[src/rtl/kernel_seq_ctrl_pkg.sv]
// kernel_seq_ctrl_pkg
// Shared definitions for the kernel sequencer: accumulator mode encodings,
// default accumulator latencies, the sequencer FSM state type and a mode
// legality helper.
package kernel_seq_ctrl_pkg;

    localparam logic [1:0] MODE_OFF  = 2'b00;
    localparam logic [1:0] MODE_CONV = 2'b01;
    localparam logic [1:0] MODE_SUB  = 2'b10;

    localparam int unsigned LAT_CONV_DEF = 6;
    localparam int unsigned LAT_SUB_DEF  = 5;

    typedef enum logic [1:0] {
        IDLE,
        RUN,
        DRAIN
    } ksc_state_e;

    function automatic logic mode_legal(input logic [1:0] mode);
        return (mode == MODE_CONV) || (mode == MODE_SUB);
    endfunction

endpackage

[src/rtl/ksc_out_fifo.sv]
// ksc_out_fifo
// Synchronous first-word-fall-through FIFO holding per-pixel sums.
// Ports:
//   clk, rst_n   clock, asynchronous active-low reset (empties the FIFO)
//   push         write push_data (never issued when full)
//   push_data    entry to write
//   pop          consume the head entry; ignored when empty
//   head_vld     FIFO non-empty
//   head_data    head entry, forced to 0 when empty
//   count        number of stored entries
module ksc_out_fifo #(
    parameter int unsigned DEPTH = 8,
    parameter int unsigned DW    = 24
) (
    input  logic                     clk,
    input  logic                     rst_n,
    input  logic                     push,
    input  logic [DW-1:0]            push_data,
    input  logic                     pop,
    output logic                     head_vld,
    output logic [DW-1:0]            head_data,
    output logic [$clog2(DEPTH):0]   count
);

    localparam int unsigned AW = $clog2(DEPTH);
    localparam int unsigned CW = AW + 1;

    logic [DW-1:0] mem [DEPTH];
    logic [AW-1:0] wr_ptr_q, rd_ptr_q;
    logic [CW-1:0] count_q;
    logic          pop_eff;

    assign pop_eff = pop && (count_q != '0);

    always_ff @(posedge clk or negedge rst_n) begin
        if (!rst_n) begin
            wr_ptr_q <= '0;
            rd_ptr_q <= '0;
            count_q  <= '0;
        end else begin
            if (push) begin
                wr_ptr_q <= wr_ptr_q + AW'(1);
            end
            if (pop_eff) begin
                rd_ptr_q <= rd_ptr_q + AW'(1);
            end
            count_q <= count_q + CW'(push) - CW'(pop_eff);
        end
    end

    // Storage needs no reset; validity is tracked by count_q.
    always_ff @(posedge clk) begin
        if (push) begin
            mem[wr_ptr_q] <= push_data;
        end
    end

    // The credit scheme upstream guarantees a push never meets a full FIFO.
    always_ff @(posedge clk) begin
        if (rst_n && push) begin
            assert (count_q < CW'(DEPTH));
        end
    end

    assign head_vld  = (count_q != '0);
    assign head_data = head_vld ? mem[rd_ptr_q] : '0;
    assign count     = count_q;

endmodule

[src/rtl/kernel_seq_ctrl.sv]
// kernel_seq_ctrl
// Sequences multiplier beats into the column accumulator, tracks each beat
// through the accumulator latency with a tagged delay line, sums per-row
// kernel partials into one result per pixel and buffers results in an
// output FIFO whose credits back-pressure the multiplier array.
// Build option: KSC_SAT_EN -- saturate per-pixel sums instead of wrapping.
// Ports:
//   clk, rst_n     clock, asynchronous active-low reset
//   i_start        job start pulse (IDLE only), i_mode/i_rows/i_npix config
//   o_busy         job active; o_err illegal-start pulse; o_done last push
//   o_mul_loop     accumulator mode, MODE_OFF when idle
//   i_mul_vld      beat present; o_mul_rdy beat accepted when both high
//   i_acc_kernel   accumulator partial, LAT cycles after the beat
//   o_pix_vld      FIFO head valid; i_pix_rdy pop; o_pix_sum head data
module kernel_seq_ctrl
    import kernel_seq_ctrl_pkg::*;
#(
    parameter int unsigned AK_BW      = 20,
    parameter int unsigned SUM_BW     = 24,
    parameter int unsigned LAT_CONV   = LAT_CONV_DEF,
    parameter int unsigned LAT_SUB    = LAT_SUB_DEF,
    parameter int unsigned FIFO_DEPTH = 8,
    parameter int unsigned NPIX_BW    = 12
) (
    input  logic               clk,
    input  logic               rst_n,
    input  logic               i_start,
    input  logic [1:0]         i_mode,
    input  logic [2:0]         i_rows,
    input  logic [NPIX_BW-1:0] i_npix,
    output logic               o_busy,
    output logic               o_err,
    output logic               o_done,
    output logic [1:0]         o_mul_loop,
    input  logic               i_mul_vld,
    output logic               o_mul_rdy,
    input  logic [AK_BW-1:0]   i_acc_kernel,
    output logic               o_pix_vld,
    input  logic               i_pix_rdy,
    output logic [SUM_BW-1:0]  o_pix_sum
);

    localparam int unsigned CNT_BW = $clog2(FIFO_DEPTH) + 1;
    localparam int unsigned CS_BW  = CNT_BW + 1;

    ksc_state_e         state_q, state_d;
    logic [1:0]         mode_q, mode_d;
    logic [2:0]         rows_q, rows_d;
    logic [NPIX_BW-1:0] npix_q, npix_d;
    logic [2:0]         row_cnt_q, row_cnt_d;
    logic [NPIX_BW-1:0] pix_cnt_q, pix_cnt_d;
    logic [CNT_BW-1:0]  inflight_q, inflight_d;
    logic [SUM_BW-1:0]  sum_q, sum_d;
    logic               err_q, err_d;
    logic [LAT_CONV-1:0] dl_vld_q, dl_vld_d;
    logic [LAT_CONV-1:0] dl_first_q, dl_first_d;
    logic [LAT_CONV-1:0] dl_last_q, dl_last_d;

    logic [CNT_BW-1:0]  fifo_count;
    logic               start_legal, credit_ok, mul_rdy, accept;
    logic               beat_first, beat_last;
    logic               tap_vld, tap_first, tap_last, pend;
    logic               push, done;
    int                 tap_idx;
    logic [SUM_BW-1:0]  kern_ext, add_res, acc_val;
`ifdef KSC_SAT_EN
    logic [SUM_BW:0]    add_full;
`endif

    assign start_legal = mode_legal(i_mode) && (i_rows != 3'd0) && (i_rows <= 3'd5)
                         && (i_npix != '0);
    assign credit_ok   = ({1'b0, inflight_q} + {1'b0, fifo_count}) < CS_BW'(FIFO_DEPTH);
    assign mul_rdy     = (state_q == RUN) && ((row_cnt_q != 3'd0) || credit_ok);
    assign accept      = i_mul_vld && mul_rdy;
    assign beat_first  = (row_cnt_q == 3'd0);
    assign beat_last   = (row_cnt_q == rows_q - 3'd1);
    assign tap_idx     = (mode_q == MODE_SUB) ? int'(LAT_SUB) - 1 : int'(LAT_CONV) - 1;

    // Tap selection and "anything still in flight ahead of the tap".
    always_comb begin
        tap_vld   = 1'b0;
        tap_first = 1'b0;
        tap_last  = 1'b0;
        pend      = 1'b0;
        for (int i = 0; i < int'(LAT_CONV); i++) begin
            if (i == tap_idx) begin
                tap_vld   = dl_vld_q[i];
                tap_first = dl_first_q[i];
                tap_last  = dl_last_q[i];
            end else if (i < tap_idx) begin
                pend = pend | dl_vld_q[i];
            end
        end
    end

    // Delay line shift; a tag is dropped once consumed at the tap.
    always_comb begin
        dl_vld_d      = '0;
        dl_first_d    = '0;
        dl_last_d     = '0;
        dl_vld_d[0]   = accept;
        dl_first_d[0] = accept && beat_first;
        dl_last_d[0]  = accept && beat_last;
        for (int i = 1; i < int'(LAT_CONV); i++) begin
            if (i - 1 != tap_idx) begin
                dl_vld_d[i]   = dl_vld_q[i-1];
                dl_first_d[i] = dl_first_q[i-1];
                dl_last_d[i]  = dl_last_q[i-1];
            end
        end
    end

    // Per-pixel accumulation.
    always_comb begin
        kern_ext = SUM_BW'(i_acc_kernel);
`ifdef KSC_SAT_EN
        add_full = {1'b0, sum_q} + {1'b0, kern_ext};
        add_res  = add_full[SUM_BW] ? '1 : add_full[SUM_BW-1:0];
`else
        add_res  = sum_q + kern_ext;
`endif
        acc_val = tap_first ? kern_ext : add_res;
        sum_d   = tap_vld ? acc_val : sum_q;
    end

    assign push = tap_vld && tap_last;
    assign done = (state_q == DRAIN) && push && !pend;

    // FSM next state and counters.
    always_comb begin
        state_d    = state_q;
        mode_d     = mode_q;
        rows_d     = rows_q;
        npix_d     = npix_q;
        row_cnt_d  = row_cnt_q;
        pix_cnt_d  = pix_cnt_q;
        err_d      = 1'b0;
        inflight_d = inflight_q + CNT_BW'(accept && beat_first) - CNT_BW'(push);
        unique case (state_q)
            IDLE: begin
                if (i_start) begin
                    if (start_legal) begin
                        state_d   = RUN;
                        mode_d    = i_mode;
                        rows_d    = i_rows;
                        npix_d    = i_npix;
                        row_cnt_d = 3'd0;
                        pix_cnt_d = '0;
                    end else begin
                        err_d = 1'b1;
                    end
                end
            end
            RUN: begin
                if (accept) begin
                    if (beat_last) begin
                        row_cnt_d = 3'd0;
                        pix_cnt_d = pix_cnt_q + NPIX_BW'(1);
                        if (pix_cnt_q == npix_q - NPIX_BW'(1)) begin
                            state_d = DRAIN;
                        end
                    end else begin
                        row_cnt_d = row_cnt_q + 3'd1;
                    end
                end
            end
            DRAIN: begin
                if (done) begin
                    state_d = IDLE;
                end
            end
            default: state_d = IDLE;
        endcase
    end

    always_ff @(posedge clk or negedge rst_n) begin
        if (!rst_n) begin
            state_q    <= IDLE;
            mode_q     <= MODE_OFF;
            rows_q     <= 3'd0;
            npix_q     <= '0;
            row_cnt_q  <= 3'd0;
            pix_cnt_q  <= '0;
            inflight_q <= '0;
            sum_q      <= '0;
            err_q      <= 1'b0;
            dl_vld_q   <= '0;
            dl_first_q <= '0;
            dl_last_q  <= '0;
        end else begin
            state_q    <= state_d;
            mode_q     <= mode_d;
            rows_q     <= rows_d;
            npix_q     <= npix_d;
            row_cnt_q  <= row_cnt_d;
            pix_cnt_q  <= pix_cnt_d;
            inflight_q <= inflight_d;
            sum_q      <= sum_d;
            err_q      <= err_d;
            dl_vld_q   <= dl_vld_d;
            dl_first_q <= dl_first_d;
            dl_last_q  <= dl_last_d;
        end
    end

    ksc_out_fifo #(
        .DEPTH (FIFO_DEPTH),
        .DW    (SUM_BW)
    ) u_out_fifo (
        .clk       (clk),
        .rst_n     (rst_n),
        .push      (push),
        .push_data (acc_val),
        .pop       (i_pix_rdy),
        .head_vld  (o_pix_vld),
        .head_data (o_pix_sum),
        .count     (fifo_count)
    );

    assign o_busy     = (state_q != IDLE);
    assign o_err      = err_q;
    assign o_done     = done;
    assign o_mul_loop = (state_q == IDLE) ? MODE_OFF : mode_q;
    assign o_mul_rdy  = mul_rdy;

endmodule

[config.mk]
export PLATFORM = sky130hd
export DESIGN_NAME = kernel_seq_ctrl
export DESIGN_NICKNAME = d
export VERILOG_FILES = /design/src/rtl/kernel_seq_ctrl_pkg.sv /design/src/rtl/ksc_out_fifo.sv /design/src/rtl/kernel_seq_ctrl.sv
export SDC_FILE = /design/constraint.sdc
export NUM_CORES = 1
export LEC_CHECK = 0
export CAP_MARGIN = 0
export CORE_MARGIN = 2
export CORE_UTILIZATION = 54
export DETAILED_ROUTE_END_ITERATION = 10
export GPL_TIMING_DRIVEN = 0
export PLACE_DENSITY = 0.88
export SLEW_MARGIN = 20
export SYNTH_ARGS = -nofsm -noshare
export SYNTH_HDL_FRONTEND = slang
export SYNTH_HIERARCHICAL = 1
export SYNTH_SLANG_ARGS = --single-unit
export TNS_END_PERCENT = 1
[constraint.sdc]
create_clock -name clk -period 3.97 [get_ports clk]
set_input_delay 0.5955 -clock clk [delete_from_list [all_inputs] [get_ports clk]]
set_output_delay 0.5955 -clock clk [all_outputs]
set_load 0.005 [all_outputs]
==> key figures <==
Drt
  • # DRC: 0
  • Detail Route Antenna Nets: 0
  • DR iter-0 viols: 616
  • Via count of the routed design: between 8k and 9k
  • Final wirelength: 29,100 um
  • DRT Pass-1 Iters: 5
  • Routed vias/inst: approximately 6.0
  • Drt wl/cell: 21.8 um

GRT
  • Vias in the first global route: 8,443
  • Antenna violations before repair: 2
  • Total gr overflow: 0
  • First-pass GRT wire length: about 46,000 um
  • Pin count of the biggest net entering global routing: 79
  • Tot GR Track Use: 24.3%

Cells and area
  • Area delta synth->final: 18.6%
  • Commonest cells after routing, fill and taps aside: 192 x edfxtp_1, 91 x dfrtp_1, 71 x clkdlybuf4s50_1
  • Filler cells: 1,591
  • Register area: just over 0.008 mm^2
  • Total Nets Final: around 1.1k
  • Final instance area: roughly 0.015 mm^2
  • Layout cell share with drive strength beyond 1: 16.4%
  • Most common cell after layout, fill and taps aside: edfxtp_1
  • # diodes: 0
  • Non-Filler Instances: around 1.3k
  • Multi-input logic area: 0.00453 mm^2

Power and ir drop
  • Worst VDD drop: 490 uV
  • Leakage: 5.67 nW
  • Pwr Density: 836 mW/mm^2

Die
  • Die area: ~0.025 mm^2
  • Die width: 158 um
  • Ports: 73
  • Initial core utilization: 54.8%
  • Row cnt: 56
  • DIE HEIGHT: approximately 160 um
  • Core Area: around 0.023 mm^2

Setup path
  • Reg-to-Reg Start: mode_q[0]
  • Slowest stage delay, CP: 0.73 ns
  • Cells along the critical path: nor2b_1, buf_2, mux2i_1, clkbuf_1, nor2_1, nand2_1, nor3_2, buf_4
  • Kind of critical path: reg2reg
  • Reg-to-Reg End: u_out_fifo/mem[2][3]
  • R2R setup slack: 0.18 ns
  • Worst EP arrival: 4.05 ns
  • R2R depth: 8
  • Crit Path Max Fanout: 10
  • CP endpoint kind: flip-flop
  • Critical path startpoint category: flip-flop
  • Worst path slowest cell: nor3_2
  • WP data required: around 4.2 ns

Timing
  • Pins Over Slew Limit: 0
  • Minimum clock period: 3.79 ns
  • Setup TNS: 0 ns
  • Relative slew margins: 18.7%
  • Final Cycle Share: 95.5%
  • Final Setup Violations: 0
  • RSZ-0062 raised after global routing: false
  • Final Hold Fails: 0
  • Least-Margin Pin Slew: between 1 and 1.5 ns
  • Fmax achieved: ~260 MHz
  • Clock Skew: between 0.015 and 0.02 ns

Yosys
  • Synthesized Nets: 967
  • Synth warn: 6
  • Synthesized flop and latch total: 283
  • Cell taking the most area after synthesis: edfxtp_1
  • EDFF count, synth: 192
  • Ys async rst share: 32.2%
  • Yosys top cell area share: 44.9%
  • Prevailing post-synth register cell: edfxtp_1
  • Mapped Cells: 883
  • Seq/Total Area, Yosys: 62.7%
  • Distinct cells, synth: 55
  • Top cells by area, synth: edfxtp_1 45%, dfrtp_1 18%, mux4_2 8.4%
  • Avg Inst Size Synth: 14.5 um^2
  • Synth Cell Area: approximately 0.013 mm^2

Clock tree
  • Reg clk slew, reported paths: 0.06 ns
  • Root buffer cell: clkbuf_16
  • Sink Count: 283
  • H-tree levels: 1
  • Postcts setup bufs: 0
  • Num CTS Buffers: 28
  • CTS tree: yes
  • Worst-Skew Late Latency: 0.56 ns
  • Clock Path Buffers: 3

Status
  • Outcome: finished, final reports clean

Placed design
  • Gpl congestion: 0.869
  • Inst Count DP: 1,286
  • Port Buf Inserts: ~70
  • Detailed Place HPWL: 18,800 um
  • Area after DPL: roughly 0.014 mm^2

Min path
  • Min-Delay Path Class: reg2reg
  • Hold Path Sink: dl_last_q[4]
  • Hold path cells: 0
  • Hold_sp: dl_last_q[3]

Job
  • Max Cap Viol: 0
-- worst max-delay path, delay by kind of cell (launching register included) --
family                 cells  cell delay (ns)
flip-flops                 1             0.39
AND/OR/NAND/NOR            4             1.88
buffers and inverters      3             0.98
multiplexers               1             0.24
-- per-layer routing --
| layer | routed length (um) | GRT usage (%) | share of wire (%) |
|---|---|---|---|
| met1 | 10900 | 29.2 | 37 |
| met2 | 15100 | 43.5 | 52 |
| met3 | 2100 | 4.71 | 7.2 |
| met4 | 1050 | 8.92 | 3.6 |
| met5 | 0 | 0 | 0 |
-- where the power goes --
group	leakage, nW	switching, W	total (W)	internal, W
combinational	2.35	0.00304	0.00532	0.00228
sequential	2.85	0.000319	0.00467	0.00435
clock	0.469	0.00111	0.00272	0.00161
total	5.67	0.00447	0.0127	0.00824
-- layout make-up --
cell class	instances	share of cell area (%)
Buffer	35	1.31
Clock buffer	40	5.31
Clock inverter	10	0.979
Inverter	31	0.765
Multi-Input combinational cell	534	29.8
Sequential cell	283	52.9
Tap cell	319	2.62
Timing Repair Buffer	85	6.33
-- registers in the layout, summed over array words and instances (netlist names), 4 cells and up --
name	count
dl_last_q	6
u_out_fifo/count	4
inflight_q	4
dl_first_q	6
pix_cnt_q	12
sum_q	24
u_out_fifo/mem	192
dl_vld_q	6
npix_q	12
-- per-stage QoR --
step | hold WS, ns | worst slack (ns) | utilization (%) | total power (W)
2_1_floorplan | 0.300 | 0.286 | - | 0.00810
3_3_place_gp | 0.334 | -1.64 | 59.6 | 0.00958
3_5_place_dp | 0.336 | -0.287 | 60.8 | 0.00986
4_1_cts | 0.345 | 0.196 | 64.9 | 0.0127
5_1_grt | 0.360 | 0.0334 | 65.0 | 0.0134
6_report | 0.339 | 0.180 | 65.0 | 0.0127
-- cells in the mapped netlist (6+ instances only) --
cell,n
nand3_1,21
buf_6,7
buf_2,9
ha_1,39
o21ai_0,42
o31ai_1,6
nand2_1,56
o211ai_1,6
nor2b_1,13
inv_1,31
and2_1,8
a31oi_1,8
a22o_1,25
nor2_1,61
clkbuf_1,17
nor3_1,7
nor4_1,7
edfxtp_1,192
and3_1,8
dfrtp_1,91
nand2b_1,7
mux4_2,48
xnor2_1,25
a21o_1,6
nand4_1,11
mux2_2,26
xor2_1,27
a21oi_1,22
-- logic make-up after synthesis --
family,share of synthesized area [%]
and+or+nand+nor,8.01
adders and majority gates,4.27
muxes,11.1
AOI/OAI and AO/OA,7.91
buffers and inverters,2.46
DFF,62.7
xor gates and xnor gates,3.55
-- how the worst max path moves through the flow --
stage / start / to / slack [ns] / cells past startpoint
5_1_grt: i_acc_kernel[0] / u_out_fifo/mem[4][22] / 0.03 / 12
6_report: mode_q[0] / u_out_fifo/mem[2][3] / 0.18 / 8
2_1_floorplan: mode_q[1] / u_out_fifo/mem[2][0] / 0.29 / 7
4_1_cts: mode_q[0] / u_out_fifo/mem[2][8] / 0.20 / 8
3_5_place_dp: i_acc_kernel[0] / u_out_fifo/mem[6][16] / -0.29 / 12
3_3_place_gp: mode_q[0] / u_out_fifo/mem[2][9] / -1.64 / 7
-- repair_timing --
action | CTS | global route
setup endpoints to repair | 0 | 24
endpoints found under the hold margin | 13 | 0
hold buffers | 1 | 0
gates resized for setup | 0 | 3
(Power assumes the default switching activity.)
